### config.mk
export PLATFORM = sky130hd
export DESIGN_NAME = enc_quad_gen
export DESIGN_NICKNAME = d
export VERILOG_FILES = /design/src/rtl/enc_pkg.sv /design/src/rtl/enc_phase_tick.sv /design/src/rtl/enc_quad_gen.sv
export SDC_FILE = /design/constraint.sdc
export NUM_CORES = 1
export LEC_CHECK = 0
export CELL_PAD_IN_SITES_DETAIL_PLACEMENT = 1
export CELL_PAD_IN_SITES_GLOBAL_PLACEMENT = 1
export CORE_MARGIN = 2
export CORE_UTILIZATION = 39
export DETAILED_ROUTE_END_ITERATION = 6
export MAX_ROUTING_LAYER = met4
export PLACE_DENSITY = 0.83
export SYNTH_ARGS = -nofsm -noshare
export SYNTH_HDL_FRONTEND = slang
export SYNTH_SLANG_ARGS = --single-unit
### constraint.sdc
create_clock -name clk -period 1.8 [get_ports clk]
set_input_delay 0.36 -clock clk [delete_from_list [all_inputs] [get_ports clk]]
set_output_delay 0.36 -clock clk [all_outputs]
set_load 0.02 [all_outputs]
### src/rtl/enc_pkg.sv
// ---------------------------------------------------------------------------
// enc_pkg
// Shared definitions for the quadrature encoder emulator.
//   enc_state_e : sequencer state (IDLE, RUN, DONE)
//   AB_IDLE     : resting level of the A/B pair (both high)
//   quad_ab()   : quadrature Gray table, phase 0..3 -> {A,B} for a direction
// ---------------------------------------------------------------------------
package enc_pkg;

    typedef enum logic [1:0] {
        IDLE = 2'd0,
        RUN  = 2'd1,
        DONE = 2'd2
    } enc_state_e;

    localparam logic [1:0] AB_IDLE = 2'b11;

    // dir=0: A leads  11 -> 01 -> 00 -> 10 -> 11
    // dir=1: B leads  11 -> 10 -> 00 -> 01 -> 11
    // Adjacent phases differ in exactly one bit in both directions.
    function automatic logic [1:0] quad_ab(input logic b_leads, input logic [1:0] phase);
        logic [1:0] ab;
        case (phase)
            2'd0:    ab = 2'b11;
            2'd1:    ab = b_leads ? 2'b10 : 2'b01;
            2'd2:    ab = 2'b00;
            default: ab = b_leads ? 2'b01 : 2'b10;
        endcase
        return ab;
    endfunction

endpackage

### src/rtl/enc_phase_tick.sv
// ---------------------------------------------------------------------------
// enc_phase_tick
// Phase-rate divider: counts 0..CLK_DIV-1 while enabled and emits a one-cycle
// tick on the terminal count, then wraps to 0.
// Ports:
//   clk  in  system clock
//   rst  in  asynchronous active-high reset (counter -> 0)
//   en   in  count enable
//   clr  in  synchronous clear (counter -> 0), used whenever not running
//   tick out high for one cycle when the counter sits at CLK_DIV-1 with en=1
// ---------------------------------------------------------------------------
module enc_phase_tick #(
    parameter int CLK_DIV = 250
) (
    input  logic clk,
    input  logic rst,
    input  logic en,
    input  logic clr,
    output logic tick
);

    localparam int DIV_W = (CLK_DIV > 2) ? $clog2(CLK_DIV) : 1;
    localparam logic [DIV_W-1:0] TERM = DIV_W'(CLK_DIV - 1);

    logic [DIV_W-1:0] cnt;

    assign tick = en && (cnt == TERM);

    always_ff @(posedge clk or posedge rst) begin
        if (rst) begin
            cnt <= '0;
        end else if (clr) begin
            cnt <= '0;
        end else if (en) begin
            cnt <= tick ? '0 : cnt + 1'b1;
        end
    end

endmodule

### src/rtl/enc_quad_gen.sv
// ---------------------------------------------------------------------------
// enc_quad_gen
// Rotary-encoder emulator: emits 'steps' full quadrature cycles on A/B in the
// commanded direction. Each step is four Gray-code edges spaced CLK_DIV clocks
// apart, starting and ending at A=B=1.
// Ports:
//   clk        in   system clock
//   rst        in   asynchronous active-high reset
//   start      in   command strobe (taken only while idle)
//   dir        in   0: A leads, 1: B leads (sampled with start)
//   steps      in   step count (sampled with start)
//   stop       in   abort request; the step in progress is finished first
//   A, B       out  quadrature outputs, registered, idle high
//   busy       out  high while a sequence is running
//   done       out  one-cycle pulse when a sequence ends
//   remaining  out  steps still to emit, including the one in progress
// Handshake: a command is accepted on the clock edge where start=1 and the
// sequencer is idle (busy=0, no done pending); start at any other time is
// dropped, and dir/steps are only looked at on that accepting edge.
// ---------------------------------------------------------------------------
module enc_quad_gen
    import enc_pkg::*;
#(
    parameter int CLK_DIV = 250,
    parameter int CNT_W   = 8
) (
    input  logic             clk,
    input  logic             rst,
    input  logic             start,
    input  logic             dir,
    input  logic [CNT_W-1:0] steps,
    input  logic             stop,
    output logic             A,
    output logic             B,
    output logic             busy,
    output logic             done,
    output logic [CNT_W-1:0] remaining
);

    enc_state_e state;
    logic [1:0] phase;
    logic       dir_q;
    logic       stop_q;
    logic       tick;
    logic [1:0] next_phase;
    logic       last_step;

    enc_phase_tick #(
        .CLK_DIV(CLK_DIV)
    ) u_tick (
        .clk (clk),
        .rst (rst),
        .en  (state == RUN),
        .clr (state != RUN),
        .tick(tick)
    );

    assign next_phase = phase + 2'd1;
    // A stop seen on the boundary edge itself still ends the sequence there.
    assign last_step  = (remaining == CNT_W'(1)) || stop_q || stop;

    always_ff @(posedge clk or posedge rst) begin
        if (rst) begin
            state     <= IDLE;
            phase     <= 2'd0;
            dir_q     <= 1'b0;
            stop_q    <= 1'b0;
            {A, B}    <= AB_IDLE;
            busy      <= 1'b0;
            done      <= 1'b0;
            remaining <= '0;
        end else begin
            done <= 1'b0;
            case (state)
                IDLE: begin
                    stop_q <= 1'b0;
                    if (start) begin
                        dir_q     <= dir;
                        remaining <= steps;
                        phase     <= 2'd0;
                        {A, B}    <= AB_IDLE;
                        if (steps != '0) begin
                            state <= RUN;
                            busy  <= 1'b1;
                        end else begin
                            state <= DONE;
                        end
                    end
                end
                RUN: begin
                    if (stop) begin
                        stop_q <= 1'b1;
                    end
                    if (tick) begin
                        phase  <= next_phase;
                        {A, B} <= quad_ab(dir_q, next_phase);
                        // Phase 3 -> 0 returns A/B to 11 and closes a step.
                        if (phase == 2'd3) begin
                            if (remaining != '0) begin
                                remaining <= remaining - 1'b1;
                            end
                            if (last_step) begin
                                state  <= DONE;
                                busy   <= 1'b0;
                                stop_q <= 1'b0;
                            end
                        end
                    end
                end
                DONE: begin
                    done  <= 1'b1;
                    state <= IDLE;
                end
                default: begin
                    state <= IDLE;
                end
            endcase
        end
    end

endmodule
# == Yosys cells after proc, flatten, opt, wreduce, memory -nomap -nowiden ==
# Index checks and enable logic that the tools add are counted.
# op_classes
add_sub_neg,3
n_eq_ne,14
mux,37
n_reduce_logical,14
# op_table
op,count
$mux W8,7
$mux W2,9
$pmux W8 S2,1
$reduce_bool A8 Y1,2
$mux W1,13
$ne A2 B2 Y1 const B,6
$add A8 B1 Y8 const B,1
$eq A8 B1 Y1 const B,1
$eq A8 B8 Y1 const B,1
$pmux W1 S2,4
$pmux W2 S2,2
$sub A8 B1 Y8 const B,1
$eq A2 B2 Y1 const B,3
$pmux W2 S3,1
$reduce_and A6 Y1,1
$reduce_and A5 Y1,1
$eq A2 B1 Y1 const B,2
$logic_not A2 Y1,2
$reduce_and A4 Y1,1
$reduce_bool A2 Y1,2
$reduce_and A3 Y1,1
$add A2 B1 Y2 const B,1
$logic_or A1 B1 Y1,2
$ne A2 B1 Y1 const B,1
other kinds (2),2
# totals
register_bits,26
in_bits,13
out_inout_bits,12
elab_cells,78

# == Depth between registers and ports, before layout ==
# logic_depth
word_depth,7
depth_mapped,8
mapped_depth_nobuf,7

# == Cells and area by module ==
# Synthesis repeated with hierarchy kept, for this count alone.
# unflattened
cells_unflattened,169
hier_area_um2,1609.0
# by_module_without_submodules
mod,instances,cells_per_inst,area_per_inst_um2,seq_area_each_um2
enc_quad_gen,1,121,1123.6,452.9
enc_phase_tick,1,48,485.5,200.2

# == Worst setup path after synthesis ==
# No wires, ideal clock.
# synth_timing
path_type,register to register
startpoint,register remaining[2]
endpoint,register remaining[7]
setup_time_ns,0.138
t_arrival_ns,1.626
t_required_ns,1.662
path_slack_ns,0.036
stages_incl_launch_ff,6
path_buffers,0
period_less_slack_ns,1.764
cell_sequence,dfrtp_1 > or4_4 > nor4_4 > nand2_1 > a211oi_2 > a221oi_2
# synth_between
elab_chain_cells,5
elab_cells_between_ends,8
classes_between,add/sub: 1; eq/ne: 1; mux: 4; reduce/logical: 2
# synth_rtl
item,line,source
"start, declared",enc_quad_gen.sv:37,output logic [CNT_W-1:0] remaining
"start signal, assigned",enc_quad_gen.sv:79,remaining <= steps;
"start signal, assigned",enc_quad_gen.sv:100,remaining <= remaining - 1'b1;
$sub A8 B1 Y8,enc_quad_gen.sv:100,
$mux W8,enc_quad_gen.sv:99,if (remaining != '0) begin
$mux W8,enc_quad_gen.sv:98,if (phase == 2'd3) begin
$mux W8,enc_quad_gen.sv:94,if (tick) begin
$pmux W8 S2,enc_quad_gen.sv:74,case (state)
# Parallel ways exist; a longest one is shown, timed or not. The select of a mux whose other input is x is not followed.
# A chain may end at the register's enable or synchronous reset.

# == Worst setup path in the final report ==
# layout_timing
startpoint,register remaining[3]
endpoint,register remaining[7]
# Same word-level chain as after synthesis.

==> results.sh <==
export IMPL_status="complete, but fails checks"
export IMPL_failed_checks="setup timing"
export IMPL_seq_area_frac_synth_pct=44.3
export IMPL_postSynth_asyncResetShare_pct=100
export IMPL_grt_overflow=0
export IMPL_synth_top_cell_area_share_pct=40.7
export IMPL_die_h_um=65.5
export IMPL_slowest_stage="or4_4"
export IMPL_dp_cells=253
export IMPL_p_leak_nw=0.906
export IMPL_synth_compound_area_share_pct=20.6
export IMPL_nFillCells=447
export IMPL_synth_area_top_cells="dfrtp_1 (41%), nor2_1 (8.1%), ha_1 (5.9%)"
export IMPL_cts_hold_buf=0
export IMPL_syn_avg_cell_area_um2=8.89
export IMPL_synth_simple_gate_area_share_pct=21.6
export IMPL_criticalPathCategory="reg -> reg"
export IMPL_synth_top_family_by_area="simple AND/OR/NAND/NOR gates"
export IMPL_htree_levels=1
export IMPL_wl_mm=4.54
export IMPL_num_vias=1402
export IMPL_grt_pass1_wl_mm=7.41
export IMPL_cts_clk_slew_worst_paths_ps=90
export IMPL_post_route_period_util_pct=104
export IMPL_rsz0062_at_grt="true"
export IMPL_fin_setup_tns_ps=-68.5
export IMPL_cts_inserted_buffers=3
export IMPL_seqCellArea_um2=653
export IMPL_ys_types=41
export IMPL_synth_xor_area_share_pct=3.56
export IMPL_synth_fa_ha_area_share_pct=5.94
export IMPL_synthTopCellsByCount="nor2_1 (32), dfrtp_1 (24), a21oi_1 (16)"
export IMPL_synth_ff_type="dfrtp_1"
export IMPL_synth_edf_count=0
export IMPL_vdd_drop_max_mv=0.833
export IMPL_pwr_density_cell_nw_per_um2=1390
export IMPL_area_delta_synth_final_pct=38.7
export IMPL_cts_tree="done"
export IMPL_min_period_ps=1870
export IMPL_grt_usage_pct=23.4
export IMPL_cp_required_ps=1990
export IMPL_setup_viol=1
export IMPL_syn_area_um2=1480
export IMPL_drive_gt1_share_pct=20.2
export IMPL_finalMaxSlewViolations=0
export IMPL_fin_nets=234
export IMPL_cts_buffer_depth=2
export IMPL_maxSlewHeadroom_pct=76.0
export IMPL_synth_most_common_cell="nor2_1"
export IMPL_start_util_pct=40.3
export IMPL_synthMuxAreaShare_pct=0
export IMPL_worstPathCellList="or4_4 > nor4_4 > buf_4 > o22ai_2 > a221oi_2"
export IMPL_dp_hpwl_mm=3.21
export IMPL_path_max_fanout=3
export IMPL_cts_root_buf="clkbuf_8"
export IMPL_ys_ff_latch=26
export IMPL_clock_skew_final_ps=3.56
export IMPL_insertion_delay_ps=270
export IMPL_core_area_um2=3660
export IMPL_die_area_um2=4290
export IMPL_tightest_slew_ps=356
export IMPL_gp_congestion=0.910
export IMPL_die_w_um=65.5
export IMPL_syn_inst=166
export IMPL_avgViaCountPerCell=5.37
export IMPL_worstPathArrival_ps=2060
export IMPL_end_kind="register"
export IMPL_grt_pass1_vias=1544
export IMPL_setup_worst_path_start_class="register"
export IMPL_ant_nets=0
export IMPL_num_rows=22
export IMPL_cts_sink_count=26
export IMPL_drv_cap=0
export IMPL_clock_fmax_ghz=0.535
export IMPL_final_setup_worst_slack_ps=-68.5
export IMPL_yosysWarnings=0
export IMPL_diodes=0
export IMPL_hold_viol_final=0
export IMPL_pin_count=25
export IMPL_holdCritPathClass="in -> async"
export IMPL_wl_per_cell_um=17.4
export IMPL_drt_initial_drc_count=47
export IMPL_yosys_area_top_type="dfrtp_1"
export IMPL_multi_input_area_um2=793
export IMPL_slowest_delay_ps=590
export IMPL_grt_start_max_net_pins=27
export IMPL_finalNonFillerCells=261
export IMPL_syn_num_nets=186
export IMPL_drc=0
export IMPL_drt_pass1_iter_count=4
export IMPL_antenna_found_initial=0
export IMPL_port_buffers=24
[metal layers]
metal  vias to the layer above  global-route usage [%]  part of all wire [%]
met5                         -                       -                     0
met4                         0                    8.33                   2.4
met3                        10                    2.57                   2.4
met2                        26                    41.7                    53
met1                       685                    27.3                    42
li1                        681                       -                     -
[layout make-up]
cell class | instances | area share, %
multi-input cells | 125 | 38.8
flip-flops and latches | 26 | 31.9
repair buffers | 47 | 20.9
well taps | 48 | 2.94
clock buffers | 3 | 2.02
inverters | 11 | 2.02
clock inverters | 1 | 1.47
[state kept, by name (all words and copies together), names as in the netlist]
name / flops
A: 1
state: 2
stop_q: 1
done: 1
busy: 1
dir_q: 1
B: 1
phase: 2
u_tick.cnt: 8
remaining: 8
[cell families (layout without fill, tap and decap cells)]
| group | Yosys count | after routing |
|---|---|---|
| buf+inv | 15 | 62 |
| simple gates | 65 | 65 |
| compound gates | 47 | 47 |
| xor+xnor | 6 | 6 |
| fa+ha+maj | 7 | 7 |
| flops | 26 | 26 |
[cell usage in the layout (no fill, tap or decap), types with 4 or more instances in the layout]
master / instances
inv_1: 10
nand2_1: 11
ha_1: 7
clkdlybuf4s50_1: 17
nor2_1: 31
dlymetal6s2s_1: 6
xnor2_1: 4
buf_4: 23
a21oi_1: 15
dfrtp_1: 24
o22ai_1: 4
o21ai_1: 4
o21ai_0: 6
[where the power goes]
group	internal (W)	switching, W
sequential	0.000733	0.000160
combinational	0.000638	0.000823
clock	0.000297	0.000188
total	0.00167	0.00117
[through the flow]
step | hold slack, ps | area (µm²) | power [W] | utilization [%] | setup slack (ps)
2_1_floorplan | 399 | 1480 | 0.00168 | - | 36.0
3_3_place_gp | 478 | 1900 | 0.00219 | 51.9 | -85.5
3_5_place_dp | 495 | 1900 | 0.00226 | 51.9 | -195
4_1_cts | 445 | 1980 | 0.00280 | 54.1 | -24.1
5_1_grt | 461 | 2050 | 0.00303 | 55.9 | -85.1
6_report | 438 | 2050 | 0.00284 | 55.9 | -68.5
[path summary, 6_finish.rpt]
path                          startpoint  depth (start not counted)  slack [ps]             to
max                         remaining[3]                          5         -70   remaining[7]
min                                  rst                          3         440   remaining[3]
max reg2reg                 remaining[3]                          5         -70   remaining[7]
min reg2reg                u_tick.cnt[0]                          1         510  u_tick.cnt[0]
max in group asynchronous            rst                          3        1060              A
min in group clk           u_tick.cnt[0]                          1         510  u_tick.cnt[0]
[timing repair]
action,CTS,global route
gates resized for setup,2,15
pin swaps,0,4
buffers inserted,1,3
setup endpoints to repair,3,15
[critical path: cells and delay by family, from the launching register on]
kind | cells | cell delay [ps]
flip-flops | 1 | 420
AO/OA/AOI/OAI | 2 | 290
AND/OR/NAND/NOR | 2 | 900
buffers and inverters | 1 | 180
No activity file was read; power rests on OpenSTA's default activity.
